File: src/rtl/iic_pkg.sv
// -----------------------------------------------------------------------------
// iic_pkg
// Shared definitions for the I2C single-register write arbiter:
//   - iic_state_e    : 2-bit arbiter state encoding (also exported for debug)
//   - SLAVE_W/REG_W/DATA_W : command field widths
//   - IIC_WRITE      : R/W bit value for a write on the wire
//   - GAP_CYCLES_200MHZ : default bus-free gap (5 us at 200 MHz)
// -----------------------------------------------------------------------------
package iic_pkg;

  typedef enum logic [1:0] {
    ST_IDLE      = 2'd0,
    ST_ISSUE     = 2'd1,
    ST_WAIT_DONE = 2'd2,
    ST_GAP       = 2'd3
  } iic_state_e;

  localparam int   SLAVE_W           = 7;
  localparam int   REG_W             = 8;
  localparam int   DATA_W            = 8;
  localparam logic IIC_WRITE         = 1'b0;
  localparam int   GAP_CYCLES_200MHZ = 1000;

  // Address byte as it appears on the bus for a write to 'slave'.
  function automatic logic [SLAVE_W:0] iic_addr_byte(input logic [SLAVE_W-1:0] slave);
    return {slave, IIC_WRITE};
  endfunction

endpackage

File: src/rtl/iic_write_arbiter_if.sv
// -----------------------------------------------------------------------------
// iic_write_arbiter_if
// Bundles both requester ports, the engine command port and the status
// outputs of the write arbiter.
//
// Handshake rules (both sides):
//   - ReqNValid is held, with its fields stable, until ReqNReady pulses; the
//     request is accepted in the cycle ReqNReady is high.
//   - CmdValid is held, with CmdSlave/CmdReg/CmdData stable, until the engine
//     raises CmdReady; the command transfers on the edge with both high.
//   - CmdDone is a one-cycle pulse; CmdNack is meaningful only with CmdDone.
//   - ReqNDone is a one-cycle pulse; ReqNErr is meaningful only with ReqNDone.
//
// Modports:
//   master : the arbiter itself
//   slave  : requesters + engine (the environment around the arbiter)
// -----------------------------------------------------------------------------
interface iic_write_arbiter_if;
  import iic_pkg::*;

  logic               Req0Valid, Req1Valid;
  logic [SLAVE_W-1:0] Req0Slave, Req1Slave;
  logic [REG_W-1:0]   Req0Reg,   Req1Reg;
  logic [DATA_W-1:0]  Req0Data,  Req1Data;
  logic               Req0Ready, Req1Ready;
  logic               Req0Done,  Req1Done;
  logic               Req0Err,   Req1Err;

  logic               CmdValid;
  logic [SLAVE_W-1:0] CmdSlave;
  logic [REG_W-1:0]   CmdReg;
  logic [DATA_W-1:0]  CmdData;
  logic               CmdReady;
  logic               CmdDone;
  logic               CmdNack;

  logic               Busy;
  logic               Owner;

  modport master (
    input  Req0Valid, Req1Valid, Req0Slave, Req1Slave, Req0Reg, Req1Reg,
           Req0Data, Req1Data,
    output Req0Ready, Req1Ready, Req0Done, Req1Done, Req0Err, Req1Err,
    output CmdValid, CmdSlave, CmdReg, CmdData,
    input  CmdReady, CmdDone, CmdNack,
    output Busy, Owner
  );

  modport slave (
    output Req0Valid, Req1Valid, Req0Slave, Req1Slave, Req0Reg, Req1Reg,
           Req0Data, Req1Data,
    input  Req0Ready, Req1Ready, Req0Done, Req1Done, Req0Err, Req1Err,
    input  CmdValid, CmdSlave, CmdReg, CmdData,
    output CmdReady, CmdDone, CmdNack,
    input  Busy, Owner
  );

endinterface

File: src/rtl/iic_write_arbiter.sv
// -----------------------------------------------------------------------------
// iic_write_arbiter
// Shares one single-register I2C write engine between two requesters
// (port 0: boot configuration sequencer, port 1: runtime mode writer).
// Requests are granted round-robin, held in command registers while the
// engine runs, and separated by a programmable bus-free gap. Completion and
// NACK status go back to the owning port.
//
// Ports:
//   Clk, Reset : clock, synchronous active-high reset
//   bus        : iic_write_arbiter_if.master (requests, engine command, status)
//   dbg_state  : current FSM state, for observation only
//
// Parameters:
//   GAP_CYCLES : idle cycles between engine transactions
//   GAP_MSB    : MSB of the gap counter, 2^(GAP_MSB+1) > GAP_CYCLES
//   RETRY_MAX  : total attempts per request when retry is built (1..7)
//
// Build option: define IIC_ARB_RETRY_EN to re-issue a NACKed command after
// the gap, up to RETRY_MAX attempts in total. Without it, a NACK completes
// the request immediately with Err=1.
// -----------------------------------------------------------------------------
module iic_write_arbiter
  import iic_pkg::*;
#(
  parameter int GAP_CYCLES = GAP_CYCLES_200MHZ,
  parameter int GAP_MSB    = 11,
  parameter int RETRY_MAX  = 3
) (
  input  logic                Clk,
  input  logic                Reset,
  iic_write_arbiter_if.master bus,
  output iic_state_e          dbg_state
);

  localparam logic [GAP_MSB:0] GAP_LAST = (GAP_MSB + 1)'(GAP_CYCLES - 1);

  // Elaboration-time guard on parameter ranges.
  if ((GAP_CYCLES < 1) || ((1 << (GAP_MSB + 1)) <= GAP_CYCLES) ||
      (RETRY_MAX < 1) || (RETRY_MAX > 7)) begin : g_bad_param
    $error("iic_write_arbiter: illegal GAP_CYCLES/GAP_MSB/RETRY_MAX");
  end

  iic_state_e         state_q, state_d;
  logic               owner_q, owner_d;
  logic [1:0]         ready_q, ready_d;
  logic [1:0]         done_q,  done_d;
  logic [1:0]         err_q,   err_d;
  logic [SLAVE_W-1:0] cmd_slave_q, cmd_slave_d;
  logic [REG_W-1:0]   cmd_reg_q,   cmd_reg_d;
  logic [DATA_W-1:0]  cmd_data_q,  cmd_data_d;
  logic [GAP_MSB:0]   gap_cnt_q,   gap_cnt_d;
  logic               sel;
`ifdef IIC_ARB_RETRY_EN
  logic [2:0]         attempt_q, attempt_d;   // attempts already NACKed
  logic               retry_q,   retry_d;     // re-issue pending after GAP
`endif

  // State register
  always_ff @(posedge Clk) begin
    if (Reset) begin
      state_q     <= ST_IDLE;
      owner_q     <= 1'b1;
      ready_q     <= '0;
      done_q      <= '0;
      err_q       <= '0;
      cmd_slave_q <= '0;
      cmd_reg_q   <= '0;
      cmd_data_q  <= '0;
      gap_cnt_q   <= '0;
`ifdef IIC_ARB_RETRY_EN
      attempt_q   <= '0;
      retry_q     <= 1'b0;
`endif
    end else begin
      state_q     <= state_d;
      owner_q     <= owner_d;
      ready_q     <= ready_d;
      done_q      <= done_d;
      err_q       <= err_d;
      cmd_slave_q <= cmd_slave_d;
      cmd_reg_q   <= cmd_reg_d;
      cmd_data_q  <= cmd_data_d;
      gap_cnt_q   <= gap_cnt_d;
`ifdef IIC_ARB_RETRY_EN
      attempt_q   <= attempt_d;
      retry_q     <= retry_d;
`endif
    end
  end

  // Next-state and datapath
  always_comb begin
    state_d     = state_q;
    owner_d     = owner_q;
    ready_d     = '0;
    done_d      = '0;
    err_d       = '0;
    cmd_slave_d = cmd_slave_q;
    cmd_reg_d   = cmd_reg_q;
    cmd_data_d  = cmd_data_q;
    gap_cnt_d   = gap_cnt_q;
    sel         = 1'b0;
`ifdef IIC_ARB_RETRY_EN
    attempt_d   = attempt_q;
    retry_d     = retry_q;
`endif
    case (state_q)
      ST_IDLE: begin
        if (bus.Req0Valid || bus.Req1Valid) begin
          // On a tie the port that did not win last time goes next.
          sel = (bus.Req0Valid && bus.Req1Valid) ? ~owner_q : bus.Req1Valid;
          owner_d      = sel;
          ready_d[sel] = 1'b1;
          cmd_slave_d  = sel ? bus.Req1Slave : bus.Req0Slave;
          cmd_reg_d    = sel ? bus.Req1Reg   : bus.Req0Reg;
          cmd_data_d   = sel ? bus.Req1Data  : bus.Req0Data;
          state_d      = ST_ISSUE;
`ifdef IIC_ARB_RETRY_EN
          attempt_d    = '0;
          retry_d      = 1'b0;
`endif
        end
      end
      ST_ISSUE: begin
        if (bus.CmdReady) state_d = ST_WAIT_DONE;
      end
      ST_WAIT_DONE: begin
        if (bus.CmdDone) begin
          state_d   = ST_GAP;
          gap_cnt_d = '0;
          if (!bus.CmdNack) begin
            done_d[owner_q] = 1'b1;
          end else begin
`ifdef IIC_ARB_RETRY_EN
            if (attempt_q < 3'(RETRY_MAX - 1)) begin
              attempt_d = attempt_q + 3'd1;
              retry_d   = 1'b1;
            end else begin
              done_d[owner_q] = 1'b1;
              err_d[owner_q]  = 1'b1;
            end
`else
            done_d[owner_q] = 1'b1;
            err_d[owner_q]  = 1'b1;
`endif
          end
        end
      end
      ST_GAP: begin
        if (gap_cnt_q == GAP_LAST) begin
          gap_cnt_d = '0;
`ifdef IIC_ARB_RETRY_EN
          // A retry goes straight back to the engine with the held command.
          state_d   = retry_q ? ST_ISSUE : ST_IDLE;
          retry_d   = 1'b0;
`else
          state_d   = ST_IDLE;
`endif
        end else begin
          gap_cnt_d = gap_cnt_q + 1'b1;
        end
      end
      default: state_d = ST_IDLE;
    endcase
  end

  // Outputs
  always_comb begin
    bus.CmdValid  = (state_q == ST_ISSUE);
    bus.Busy      = (state_q != ST_IDLE);
    bus.Owner     = owner_q;
    bus.CmdSlave  = cmd_slave_q;
    bus.CmdReg    = cmd_reg_q;
    bus.CmdData   = cmd_data_q;
    bus.Req0Ready = ready_q[0];
    bus.Req1Ready = ready_q[1];
    bus.Req0Done  = done_q[0];
    bus.Req1Done  = done_q[1];
    bus.Req0Err   = err_q[0];
    bus.Req1Err   = err_q[1];
    dbg_state     = state_q;
  end

endmodule

File: src/flat_wrapper.sv
// flat-port wrapper written by rule: the top's interface ports become plain ports
module iic_write_arbiter_flat import iic_pkg::*;
#(
  parameter int GAP_CYCLES = GAP_CYCLES_200MHZ,
  parameter int GAP_MSB    = 11,
  parameter int RETRY_MAX  = 3
)
  (Clk, Reset, dbg_state, bus_Req0Valid, bus_Req1Valid, bus_Req0Slave, bus_Req1Slave, bus_Req0Reg, bus_Req1Reg, bus_Req0Data, bus_Req1Data, bus_Req0Ready, bus_Req1Ready, bus_Req0Done, bus_Req1Done, bus_Req0Err, bus_Req1Err, bus_CmdValid, bus_CmdSlave, bus_CmdReg, bus_CmdData, bus_CmdReady, bus_CmdDone, bus_CmdNack, bus_Busy, bus_Owner);
  iic_write_arbiter_if bus_i ();
  input  logic Clk;
  input  logic Reset;
  output iic_state_e dbg_state;
  input wire logic [$bits(bus_i.Req0Valid)-1:0] bus_Req0Valid;
  input wire logic [$bits(bus_i.Req1Valid)-1:0] bus_Req1Valid;
  input wire logic [$bits(bus_i.Req0Slave)-1:0] bus_Req0Slave;
  input wire logic [$bits(bus_i.Req1Slave)-1:0] bus_Req1Slave;
  input wire logic [$bits(bus_i.Req0Reg)-1:0] bus_Req0Reg;
  input wire logic [$bits(bus_i.Req1Reg)-1:0] bus_Req1Reg;
  input wire logic [$bits(bus_i.Req0Data)-1:0] bus_Req0Data;
  input wire logic [$bits(bus_i.Req1Data)-1:0] bus_Req1Data;
  output wire logic [$bits(bus_i.Req0Ready)-1:0] bus_Req0Ready;
  output wire logic [$bits(bus_i.Req1Ready)-1:0] bus_Req1Ready;
  output wire logic [$bits(bus_i.Req0Done)-1:0] bus_Req0Done;
  output wire logic [$bits(bus_i.Req1Done)-1:0] bus_Req1Done;
  output wire logic [$bits(bus_i.Req0Err)-1:0] bus_Req0Err;
  output wire logic [$bits(bus_i.Req1Err)-1:0] bus_Req1Err;
  output wire logic [$bits(bus_i.CmdValid)-1:0] bus_CmdValid;
  output wire logic [$bits(bus_i.CmdSlave)-1:0] bus_CmdSlave;
  output wire logic [$bits(bus_i.CmdReg)-1:0] bus_CmdReg;
  output wire logic [$bits(bus_i.CmdData)-1:0] bus_CmdData;
  input wire logic [$bits(bus_i.CmdReady)-1:0] bus_CmdReady;
  input wire logic [$bits(bus_i.CmdDone)-1:0] bus_CmdDone;
  input wire logic [$bits(bus_i.CmdNack)-1:0] bus_CmdNack;
  output wire logic [$bits(bus_i.Busy)-1:0] bus_Busy;
  output wire logic [$bits(bus_i.Owner)-1:0] bus_Owner;
  assign bus_i.Req0Valid = bus_Req0Valid;
  assign bus_i.Req1Valid = bus_Req1Valid;
  assign bus_i.Req0Slave = bus_Req0Slave;
  assign bus_i.Req1Slave = bus_Req1Slave;
  assign bus_i.Req0Reg = bus_Req0Reg;
  assign bus_i.Req1Reg = bus_Req1Reg;
  assign bus_i.Req0Data = bus_Req0Data;
  assign bus_i.Req1Data = bus_Req1Data;
  assign bus_Req0Ready = bus_i.Req0Ready;
  assign bus_Req1Ready = bus_i.Req1Ready;
  assign bus_Req0Done = bus_i.Req0Done;
  assign bus_Req1Done = bus_i.Req1Done;
  assign bus_Req0Err = bus_i.Req0Err;
  assign bus_Req1Err = bus_i.Req1Err;
  assign bus_CmdValid = bus_i.CmdValid;
  assign bus_CmdSlave = bus_i.CmdSlave;
  assign bus_CmdReg = bus_i.CmdReg;
  assign bus_CmdData = bus_i.CmdData;
  assign bus_i.CmdReady = bus_CmdReady;
  assign bus_i.CmdDone = bus_CmdDone;
  assign bus_i.CmdNack = bus_CmdNack;
  assign bus_Busy = bus_i.Busy;
  assign bus_Owner = bus_i.Owner;
  iic_write_arbiter #(.GAP_CYCLES(GAP_CYCLES), .GAP_MSB(GAP_MSB), .RETRY_MAX(RETRY_MAX)) u_core (.Clk(Clk), .Reset(Reset), .bus(bus_i), .dbg_state(dbg_state));
endmodule
File: config.mk
export PLATFORM = sky130hd
export DESIGN_NAME = iic_write_arbiter_flat
export DESIGN_NICKNAME = d
export VERILOG_FILES = /design/src/rtl/iic_pkg.sv /design/src/rtl/iic_write_arbiter_if.sv /design/src/rtl/iic_write_arbiter.sv /design/src/flat_wrapper.sv
export SDC_FILE = /design/constraint.sdc
export NUM_CORES = 1
export LEC_CHECK = 0
export CAP_MARGIN = 20
export CORE_UTILIZATION = 40
export CTS_BUF_LIST = sky130_fd_sc_hd__clkbuf_8
export DETAILED_ROUTE_END_ITERATION = 8
export GPL_TIMING_DRIVEN = 0
export HOLD_SLACK_MARGIN = 0.1
export PLACE_DENSITY = 0.79
export SLEW_MARGIN = 20
export SYNTH_ARGS = -nofsm -noshare
export SYNTH_HDL_FRONTEND = slang
export SYNTH_SLANG_ARGS = --single-unit
File: constraint.sdc
create_clock -name Clk -period 3.1 [get_ports Clk]
set_input_delay 0.62 -clock Clk [delete_from_list [all_inputs] [get_ports Clk]]
set_output_delay 0.62 -clock Clk [all_outputs]
set_load 0.02 [all_outputs]
Word level (Yosys, flattened, before mapping):

Cells that the tools add are included.

* logic and storage cells: 57
* input port bits: 53
* output and inout port bits: 34
* register bits after elaboration: 44

* $lt $le $gt $ge: 4
* bitwise operators: 6
* reductions and logical operators: 13
* equality and inequality tests: 8
* muxes and demuxes: 16
* $add $sub $neg: 1

Operators with widths (number)
* 12-bit two-way mux: 2
* 12-bit one-hot mux with 2 select lines: 1
* 8-bit two-way mux: 2
* 12-bit by 1-bit adder with 12-bit output, second input constant: 1
* 12-bit by 10-bit equality test with 1-bit output, second input constant: 1
* 2-bit two-way mux: 4
* 2-bit one-hot mux with 4 select lines: 1
* 7-bit two-way mux: 1
* 2-bit by 1-bit inequality test with 1-bit output, second input constant: 3
* 1-bit NOT: 6
* 3-bit OR reduction: 2
* 2-bit equality test, second input constant: 2
* 1-bit by 2-bit less-than comparator with 1-bit output, second input constant: 2
* 2-bit AND reduction: 2
* 4-bit AND reduction: 1
* 2-bit nonzero test: 2
* 4-bit OR reduction: 1
* 1-bit logical AND: 3
* 1-bit two-way mux: 3
* 1-bit demux with 1-bit select: 2
* 2-bit by 1-bit equality test with 1-bit output, second input constant: 1
* 1-bit >= comparator, second input constant: 2
* 2-bit zero test: 1
* 2-bit inequality test, second input constant: 1
* 1-bit logical OR: 1

Longest topological paths before layout:

Gate-level depths: netlist of the first run.

* depth in word-level cells: 6
* mapped depth: 7
* gate-level depth less buffers: 6

Least setup slack after synthesis of the first run:

Ideal clock, no wire load.

* path type: reg2reg
* from: reg u_core.state_q[0] (netlist: u_core.dbg_state[0])
* to: reg u_core.cmd_reg_q[0] (netlist: u_core.bus.CmdReg[0])
* arrival time: 1.765 ns
* cell stages (with the launch flop): 7
* buffers on the path: 1
* data required time: 3.042 ns
* slack: 1.278 ns
* setup time: 0.058 ns
* clock period less this slack: 1.822 ns
* path through: dfxtp_1 -> inv_1 -> ha_1 -> inv_1 -> a2111oi_2 -> clkbuf_1 -> a21o_1

* cells in the longest elaborated chain, start to end: 2

Ends and longest elaborated chain
* start, declared: line iic_write_arbiter.sv:44 `iic_state_e state_q, state_d;`
* start signal, assigned: line iic_write_arbiter.sv:76 `state_q <= state_d;`
* 2-bit zero test: line iic_write_arbiter.sv:108 `case (state_q)`
* 2-bit AND reduction (no line)
* end signal, assigned: line iic_write_arbiter.sv:82 `cmd_reg_q <= cmd_reg_d;`
* end, declared: line iic_write_arbiter.sv:50 `logic [REG_W-1:0] cmd_reg_q, cmd_reg_d;`

No other way between the ends.
A chain may end at the register's enable or synchronous reset.

Worst setup path in the final report of the first run:

* from: reg u_core.state_q[0] (netlist: u_core.dbg_state[0])
* to: out bus_Busy

* cells in the longest elaborated chain, start to end: 1

Ends and longest elaborated chain
* 2-bit nonzero test: line iic_write_arbiter.sv:171 `bus.Busy = (state_q != ST_IDLE);`
* end, declared: line flat_wrapper.sv:34 `output wire logic [$bits(bus_i.Busy)-1:0] bus_Busy;`

No other way between the ends.

==> flow_metrics.env, run 1 <==
export IMPL_maximum_capacitance_violations=0
export IMPL_worst_setup_path_type="flip-flop to output pin"
export IMPL_rsz0062_at_grt="no"
export IMPL_power_dens_cells_mw_per_mm2=725
export IMPL_die_w_um=69.6
export IMPL_drcViolationCount=0
export IMPL_clock_path_buffers=2
export IMPL_finalHoldViolations=0
export IMPL_synthMostInstantiatedCell="sky130_fd_sc_hd__dfxtp_1"
export IMPL_grt_first_pass_wirelength_um=8030
export IMPL_num_rows=24
export IMPL_tritoncts_clock_tree="done"
export IMPL_end_kind="output pin"
export IMPL_detailed_place_hpwl_um=3570
export IMPL_grt_util_all_layers_pct=20.8
export IMPL_worst_setup_path_start_kind="flip-flop"
export IMPL_route_final_wire_length_um=4900
export IMPL_fmax_ghz=0.412
export IMPL_met2_length_um=2470
export IMPL_finalWeightedCongestion=0.819
export IMPL_design_portCount=87
export IMPL_list_of_most_frequent_post_synthesis_cells="44 x sky130_fd_sc_hd__dfxtp_1, 23 x sky130_fd_sc_hd__a21o_1, 23 x sky130_fd_sc_hd__a22o_1, 17 x sky130_fd_sc_hd__nor2_1"
export IMPL_detailed_routing_iteration_count_for_the_pre_antenna_repair_pass=4
export IMPL_fin_skew_ns=0.00593
export IMPL_slew_violations=0
export IMPL_root_buffer="sky130_fd_sc_hd__clkbuf_8"
export IMPL_fin_setup_tns_ns=0
export IMPL_fp_dieH_um=69.6
export IMPL_detail_route_met3_wl_um=212
export IMPL_detailroute_via_count=1690
export IMPL_antenna_found_initial=0
export IMPL_leakage_nw=1.23
export IMPL_critical_path_max_fanout=5
export IMPL_antenna_left=0
export IMPL_net_count_of_the_mapped_netlist=241
export IMPL_port_buffers=86
export IMPL_post_synth_num_cell_types=31
export IMPL_ir_drop_mv=0.479
export IMPL_clkSlewWorstSetupHoldPaths_ns=0.09
export IMPL_timing_critical_path_arrival_ns=1.80
export IMPL_yosys_register_bits=44
export IMPL_core_mm2=0.00438
export IMPL_start_util_pct=41.6
export IMPL_netlist_top_cell_by_area="sky130_fd_sc_hd__dfxtp_1"
export IMPL_worst_pin_slew_ns=0.716
export IMPL_portion_of_the_clock_cycle_consumed_by_the_worst_path_in_the_final_layout_pct=78.2
export IMPL_drt_vias_per_instance=5.15
export IMPL_area_delta_synth_final_pct=56.8
export IMPL_postSynthAreaPerCell_um2=10.0
export IMPL_highest_layer="met4"
export IMPL_clock_sinks=44
export IMPL_sequential_area_share_after_synthesis_pct=48.3
export IMPL_grt_overflow_total=0
export IMPL_critPathRequiredTime_ns=2.48
export IMPL_n_antenna_cell=0
export IMPL_design_die_area_mm2=0.00484
export IMPL_cts_resized=0
export IMPL_number_of_enable_flip_flop_cells_after_synthesis=0
export IMPL_dominantRegCellSynth="sky130_fd_sc_hd__dfxtp_1"
export IMPL_cts_buffers=5
export IMPL_setup_violations=0
export IMPL_utilization_of_the_core_after_routing_pct=65.3
export IMPL_ctsHoldBuffers=0
export IMPL_post_cts_setup_inserts=0
export IMPL_status="finished, final reports clean"
export IMPL_m1WireLength_um=2100
export IMPL_hold_class="flip-flop to flip-flop"
export IMPL_period_needed_ns=2.42
export IMPL_syn_instance_count=182
export IMPL_cts_htree_levels=2
export IMPL_synth_area_mm2=0.00183
export IMPL_routed_wire_length_per_instance_um=14.9
export IMPL_async_reset_ff_share_pct=0
export IMPL_final_layout_size_suffix_gt1_share_pct=4.71
export IMPL_dr_first_iter_drc_count=99
export IMPL_clk_latency_worst_skew_pair_ns=0.30
export IMPL_yosys_area_top_type_share_pct=48.3
export IMPL_first_global_vias=1708
export IMPL_tightest_slew_margin_relative_to_the_limit_pct=50.9
export IMPL_num_nets_final=334
export IMPL_maximum_number_of_pins_on_one_net_before_global_route_repair=15
export IMPL_synth_warning_count=0
export IMPL_fill_cells=376
export IMPL_post_synth_main_area_contributors="sky130_fd_sc_hd__dfxtp_1 48%, sky130_fd_sc_hd__a22o_1 11%, sky130_fd_sc_hd__a21o_1 9.5%, sky130_fd_sc_hd__ha_1 4.1%, sky130_fd_sc_hd__xnor2_1 3.8%"
critical path: stages, from the launching register on:
cell	delay [ns]
sky130_fd_sc_hd__dfxtp_1	0.42
sky130_fd_sc_hd__inv_1	0.09
sky130_fd_sc_hd__ha_1	0.25
sky130_fd_sc_hd__inv_1	0.13
sky130_fd_sc_hd__clkdlybuf4s50_1	0.62
metal layers:
metal	track usage, %	vias to the layer above
li1	-	847
met1	25.5	779
met2	35.6	53
met3	4.51	11
met4	7.71	0
met5	0	-
power by group:
part	switching, mW	total (mW)	internal, mW
Combinational	0.438	0.876	0.438
Clock	0.200	0.438	0.238
Sequential	0.0777	0.761	0.683
path summary, 6_finish.rpt:
kind | from | to | slack [ns] | cells past startpoint
setup reg to reg | u_core.dbg_state[0]$_SDFFE_PP0P_ | u_core.bus.CmdReg[4]$_SDFFE_PP0N_ | 1.00 | 7
setup / recovery | u_core.dbg_state[0]$_SDFFE_PP0P_ | bus_Busy | 0.68 | 4
hold reg to reg | u_core.gap_cnt_q[1]$_SDFFE_PP0P_ | u_core.gap_cnt_q[1]$_SDFFE_PP0P_ | 0.49 | 2
hold / removal | u_core.gap_cnt_q[1]$_SDFFE_PP0P_ | u_core.gap_cnt_q[1]$_SDFFE_PP0P_ | 0.49 | 2
layout by cell type (no fill, tap or decap):
cell and count:
sky130_fd_sc_hd__clkbuf_8 5, sky130_fd_sc_hd__nand3b_1 2, sky130_fd_sc_hd__nand3_1 3, sky130_fd_sc_hd__nor3_1 1, sky130_fd_sc_hd__inv_1 6, sky130_fd_sc_hd__nand4_1 4, sky130_fd_sc_hd__a21o_1 23, sky130_fd_sc_hd__clkinvlp_4 1
sky130_fd_sc_hd__nor4_1 4, sky130_fd_sc_hd__xnor2_1 8, sky130_fd_sc_hd__ha_1 6, sky130_fd_sc_hd__nor4bb_1 1, sky130_fd_sc_hd__clkinv_2 1, sky130_fd_sc_hd__o31a_1 1, sky130_fd_sc_hd__and4_2 1, sky130_fd_sc_hd__nor2_1 17
sky130_fd_sc_hd__mux2_2 1, sky130_fd_sc_hd__clkdlybuf4s50_1 86, sky130_fd_sc_hd__nand2b_1 2, sky130_fd_sc_hd__or3b_1 1, sky130_fd_sc_hd__bufinv_16 1, sky130_fd_sc_hd__mux2i_1 1, sky130_fd_sc_hd__dfxtp_1 44, sky130_fd_sc_hd__a22o_1 23
sky130_fd_sc_hd__clkbuf_1 6, sky130_fd_sc_hd__a2111oi_2 1, sky130_fd_sc_hd__or3_1 2, sky130_fd_sc_hd__buf_2 1, sky130_fd_sc_hd__o221ai_1 1, sky130_fd_sc_hd__o21ai_0 2, sky130_fd_sc_hd__nand2_1 8, sky130_fd_sc_hd__xor2_1 3
sky130_fd_sc_hd__a21oi_1 6, sky130_fd_sc_hd__or2_2 1, sky130_fd_sc_hd__nand4b_1 1, sky130_fd_sc_hd__o21bai_1 1
sequential cells by signal, summed over array words and instances, names as in the netlist:
signal and count:
u_core.bus.CmdReg 8, u_core.err_q 2, u_core.bus.Owner 1, u_core.bus.CmdSlave 7
u_core.dbg_state 2, u_core.gap_cnt_q 12, u_core.ready_q 2, u_core.bus.CmdData 8
u_core.done_q 2
kinds of logic (layout without fill, tap and decap cells):
group	Yosys count	in the layout	synth area share (%)
AOI/OAI and AO/OA	58	58	24.9
buffers and inverters	13	107	2.74
and+or+nand+nor	48	48	13.6
muxes	2	2	1.17
xor gates and xnor gates	11	11	5.28
DFF	44	44	48.3
adders and majority gates	6	6	4.11
per-stage QoR:
stage          hold slack [ns]  power, mW  area, µm²  std cells  worst slack, ns
6_report                 0.494       2.08       2860        328            0.675
3_5_place_dp             0.488       1.65       2750        320            0.414
5_1_grt                  0.534       2.19       2860        328            0.573
2_1_floorplan            0.465       1.25       1830        182             1.28
4_1_cts                  0.498       2.09       2860        328            0.659
3_3_place_gp             0.481       1.63       2750        320            0.478
final cells by class:
class,count,area [µm²],area share [%]
tap,52,65.1,2.27
timing repair buffer,86,861,30.1
multi-input combinational,125,895,31.2
inverter,6,22.5,0.787
clock inverter,3,42.5,1.49
sequential,44,881,30.8
buffer,7,27.5,0.962
clock buffer,5,68.8,2.40
Note: power is estimated with default switching activity, not from simulation.
==> run 2: changes to the inputs <==
--- a/config.mk
+++ b/config.mk
@@ -6,12 +6,12 @@
 export NUM_CORES = 1
 export LEC_CHECK = 0
 export CAP_MARGIN = 20
-export CORE_UTILIZATION = 40
+export CORE_UTILIZATION = 38
 export CTS_BUF_LIST = sky130_fd_sc_hd__clkbuf_8
 export DETAILED_ROUTE_END_ITERATION = 8
 export GPL_TIMING_DRIVEN = 0
 export HOLD_SLACK_MARGIN = 0.1
-export PLACE_DENSITY = 0.79
+export PLACE_DENSITY = 0.78
 export SLEW_MARGIN = 20
 export SYNTH_ARGS = -nofsm -noshare
 export SYNTH_HDL_FRONTEND = slang
==> constraint.sdc (replaced) <==
create_clock -name Clk -period 2 [get_ports Clk]
set_input_delay 0.4 -clock Clk [delete_from_list [all_inputs] [get_ports Clk]]
set_output_delay 0.4 -clock Clk [all_outputs]
set_load 0.02 [all_outputs]
==> run 2 against run 1 <==
  * The run now ends with design-rule violations left
  * Via count fell by 0.18%
  * Highest routed layer unchanged
  * Critical path type unchanged
  * Clock skew barely moved
  * Critical path depth fell by 2
  * Design area rose by 0.96%
  * Worst setup slack got worse by 0.60 ns
==> flow_metrics.env, run 2 (synthesized netlist as in run 1, its figures left out) <==
export IMPL_die_w_um=71.3
export IMPL_routed_wire_length_per_instance_um=14.6
export IMPL_maximum_number_of_pins_on_one_net_before_global_route_repair=14
export IMPL_fill_cells=380
export IMPL_slew_violations=0
export IMPL_power_dens_cells_mw_per_mm2=1090
export IMPL_drcViolationCount=7
export IMPL_ir_drop_mv=0.478
export IMPL_hold_class="flip-flop to flip-flop"
export IMPL_worst_pin_slew_ns=0.472
export IMPL_worst_path_largest_cell_delay_ns=0.61
export IMPL_netSwitchingPower_mw=1.12
export IMPL_cell_internal_pwr_mw=2.03
export IMPL_layout_cells_most_common="sky130_fd_sc_hd__clkdlybuf4s50_1"
export IMPL_num_nets_final=334
export IMPL_end_kind="output pin"
export IMPL_drt_vias_per_instance=5.14
export IMPL_grt_first_pass_wirelength_um=7890
export IMPL_share_seq_of_total_power_pct=37.4
export IMPL_clkSlewWorstSetupHoldPaths_ns=0.08
export IMPL_grt_overflow_total=0
export IMPL_grt_util_all_layers_pct=19.8
export IMPL_setup_violations=0
export IMPL_design_die_area_mm2=0.00509
export IMPL_antenna_left=0
export IMPL_total_buffers_and_inverters_traversed_by_the_critical_path=1
export IMPL_detailroute_via_count=1687
export IMPL_first_global_vias=1696
export IMPL_worst_setup_path_type="flip-flop to output pin"
export IMPL_period_needed_ns=1.92
export IMPL_start_util_pct=40.8
export IMPL_swShare_pct=35.5
export IMPL_final_layout_size_suffix_gt1_share_pct=8.70
export IMPL_power_mw=3.15
export IMPL_clock_sinks=44
export IMPL_critPathRequiredTime_ns=1.60
export IMPL_detailed_routing_iteration_count_for_the_pre_antenna_repair_pass=8
export IMPL_finalWeightedCongestion=0.866
export IMPL_portion_of_the_clock_cycle_consumed_by_the_worst_path_in_the_final_layout_pct=96.1
export IMPL_layout_setup_ws_ns=0.0787
export IMPL_worst_setup_path_start_kind="flip-flop"
export IMPL_dpl_cell_count=320
export IMPL_maximum_capacitance_violations=0
export IMPL_critical_path_top_delay_family="buffers and inverters"
export IMPL_pre_cts_ws_ns=-0.447
export IMPL_fin_skew_ns=0.00616
export IMPL_finalHoldViolations=0
export IMPL_tritoncts_clock_tree="done"
export IMPL_tightest_slew_margin_relative_to_the_limit_pct=68.5
export IMPL_dr_first_iter_drc_count=110
export IMPL_critical_path_max_fanout=5
export IMPL_fmax_ghz=0.520
export IMPL_detailed_place_hpwl_um=3510
export IMPL_leakage_nw=1.26
export IMPL_fin_setup_tns_ns=0
export IMPL_clock_power_share_pct=18.1
export IMPL_ctsHoldBuffers=0
export IMPL_clock_path_buffers=2
export IMPL_antenna_found_initial=0
export IMPL_share_of_power_burned_in_combinational_logic_pct=44.6
export IMPL_worst_path_max_delay_cell="sky130_fd_sc_hd__clkdlybuf4s50_1"
export IMPL_rsz0062_at_grt="no"
export IMPL_fp_dieH_um=71.3
export IMPL_crit_path_cell_trace="ha_1, clkdlybuf4s50_1"
export IMPL_root_buffer="sky130_fd_sc_hd__clkbuf_8"
export IMPL_cts_htree_levels=2
export IMPL_utilization_of_the_core_after_routing_pct=64.6
export IMPL_status="finished with violations"
export IMPL_post_cts_setup_inserts=0
export IMPL_largest_register="u_core.gap_cnt_q"
export IMPL_timing_critical_path_arrival_ns=1.52
export IMPL_cts_buffers=5
export IMPL_area_delta_synth_final_pct=58.3
export IMPL_route_final_wire_length_um=4780
export IMPL_num_rows=24
export IMPL_most_common_layout_cells="85 x sky130_fd_sc_hd__clkdlybuf4s50_1, 44 x sky130_fd_sc_hd__dfxtp_1, 23 x sky130_fd_sc_hd__a22o_1, 23 x sky130_fd_sc_hd__a21o_1, 17 x sky130_fd_sc_hd__nor2_1"
export IMPL_port_buffers=86
export IMPL_violated_checks="design-rule violations"
export IMPL_n_antenna_cell=0
export IMPL_design_portCount=87
export IMPL_largest_register_ffs=12
export IMPL_finalNonFillerCells=328
export IMPL_clk_latency_worst_skew_pair_ns=0.30
export IMPL_core_mm2=0.00447
## run 2: cell count changes in the layout (fill, tap and decap cells not counted), sizes merged
cell / before / now
clkinv: 1 / 2
clkinvlp: 1 / 0
clkdlybuf4s50: 86 / 85
clkbuf: 11 / 13
bufinv: 1 / 0
## run 2: worst min-delay path, cell delays in order, from the launching register on
cell	delay [ns]
sky130_fd_sc_hd__dfxtp_1	0.34
sky130_fd_sc_hd__nand2_1	0.06
sky130_fd_sc_hd__a21oi_1	0.05
## run 2: metal layers
layer / up-vias / track usage, % / wire [µm]
met2: 56 / 33.0 / 2350
met4: 0 / 5.78 / 53
met1: 778 / 24.5 / 2060
met5: - / 0 / 0
met3: 7 / 6.19 / 316
li1: 846 / - / -
## run 2: final cells by class
type / count / area [µm²] / share of cell area [%]
Multi-Input combinational cell: 125 / 938 / 32.5
Tap cell: 52 / 65.1 / 2.25
Sequential cell: 44 / 881 / 30.5
Buffer: 7 / 35.0 / 1.21
Clock buffer: 6 / 82.6 / 2.86
Clock inverter: 2 / 10.0 / 0.346
Timing Repair Buffer: 86 / 856 / 29.6
Inverter: 6 / 22.5 / 0.779
## run 2: final timing paths
path	to	slack (ns)	start	depth (start not counted)
setup / recovery	bus_CmdValid	0.08	u_core.dbg_state[0]$_SDFFE_PP0P_	2
setup reg to reg	u_core.bus.CmdReg[1]$_SDFFE_PP0N_	0.19	u_core.dbg_state[0]$_SDFFE_PP0P_	6
hold reg to reg	u_core.gap_cnt_q[1]$_SDFFE_PP0P_	0.50	u_core.gap_cnt_q[1]$_SDFFE_PP0P_	2
hold / removal	u_core.gap_cnt_q[1]$_SDFFE_PP0P_	0.50	u_core.gap_cnt_q[1]$_SDFFE_PP0P_	2
## run 2: repair_timing
item | in CTS | in global routing
gates resized for setup | 8 | 11
setup endpoints to repair | 31 | 31
pin swaps | 0 | 0
## run 2: power groups by stage
stage | Clock [mW] | Combinational, mW | Sequential (mW)
finish | 0.568 | 1.40 | 1.18
floorplan | 0 | 0.537 | 1.39
CTS | 0.576 | 1.39 | 1.17
detailed placement | 0 | 1.36 | 1.19
global route | 0.629 | 1.50 | 1.20
global placement | 0 | 1.34 | 1.18
## run 2: stage by stage
stage          hold slack [ns]  area [µm²]
2_1_floorplan            0.465        1830
3_3_place_gp             0.481        2750
3_5_place_dp             0.487        2750
4_1_cts                  0.497        2870
5_1_grt                  0.536        2890
6_report                 0.498        2890
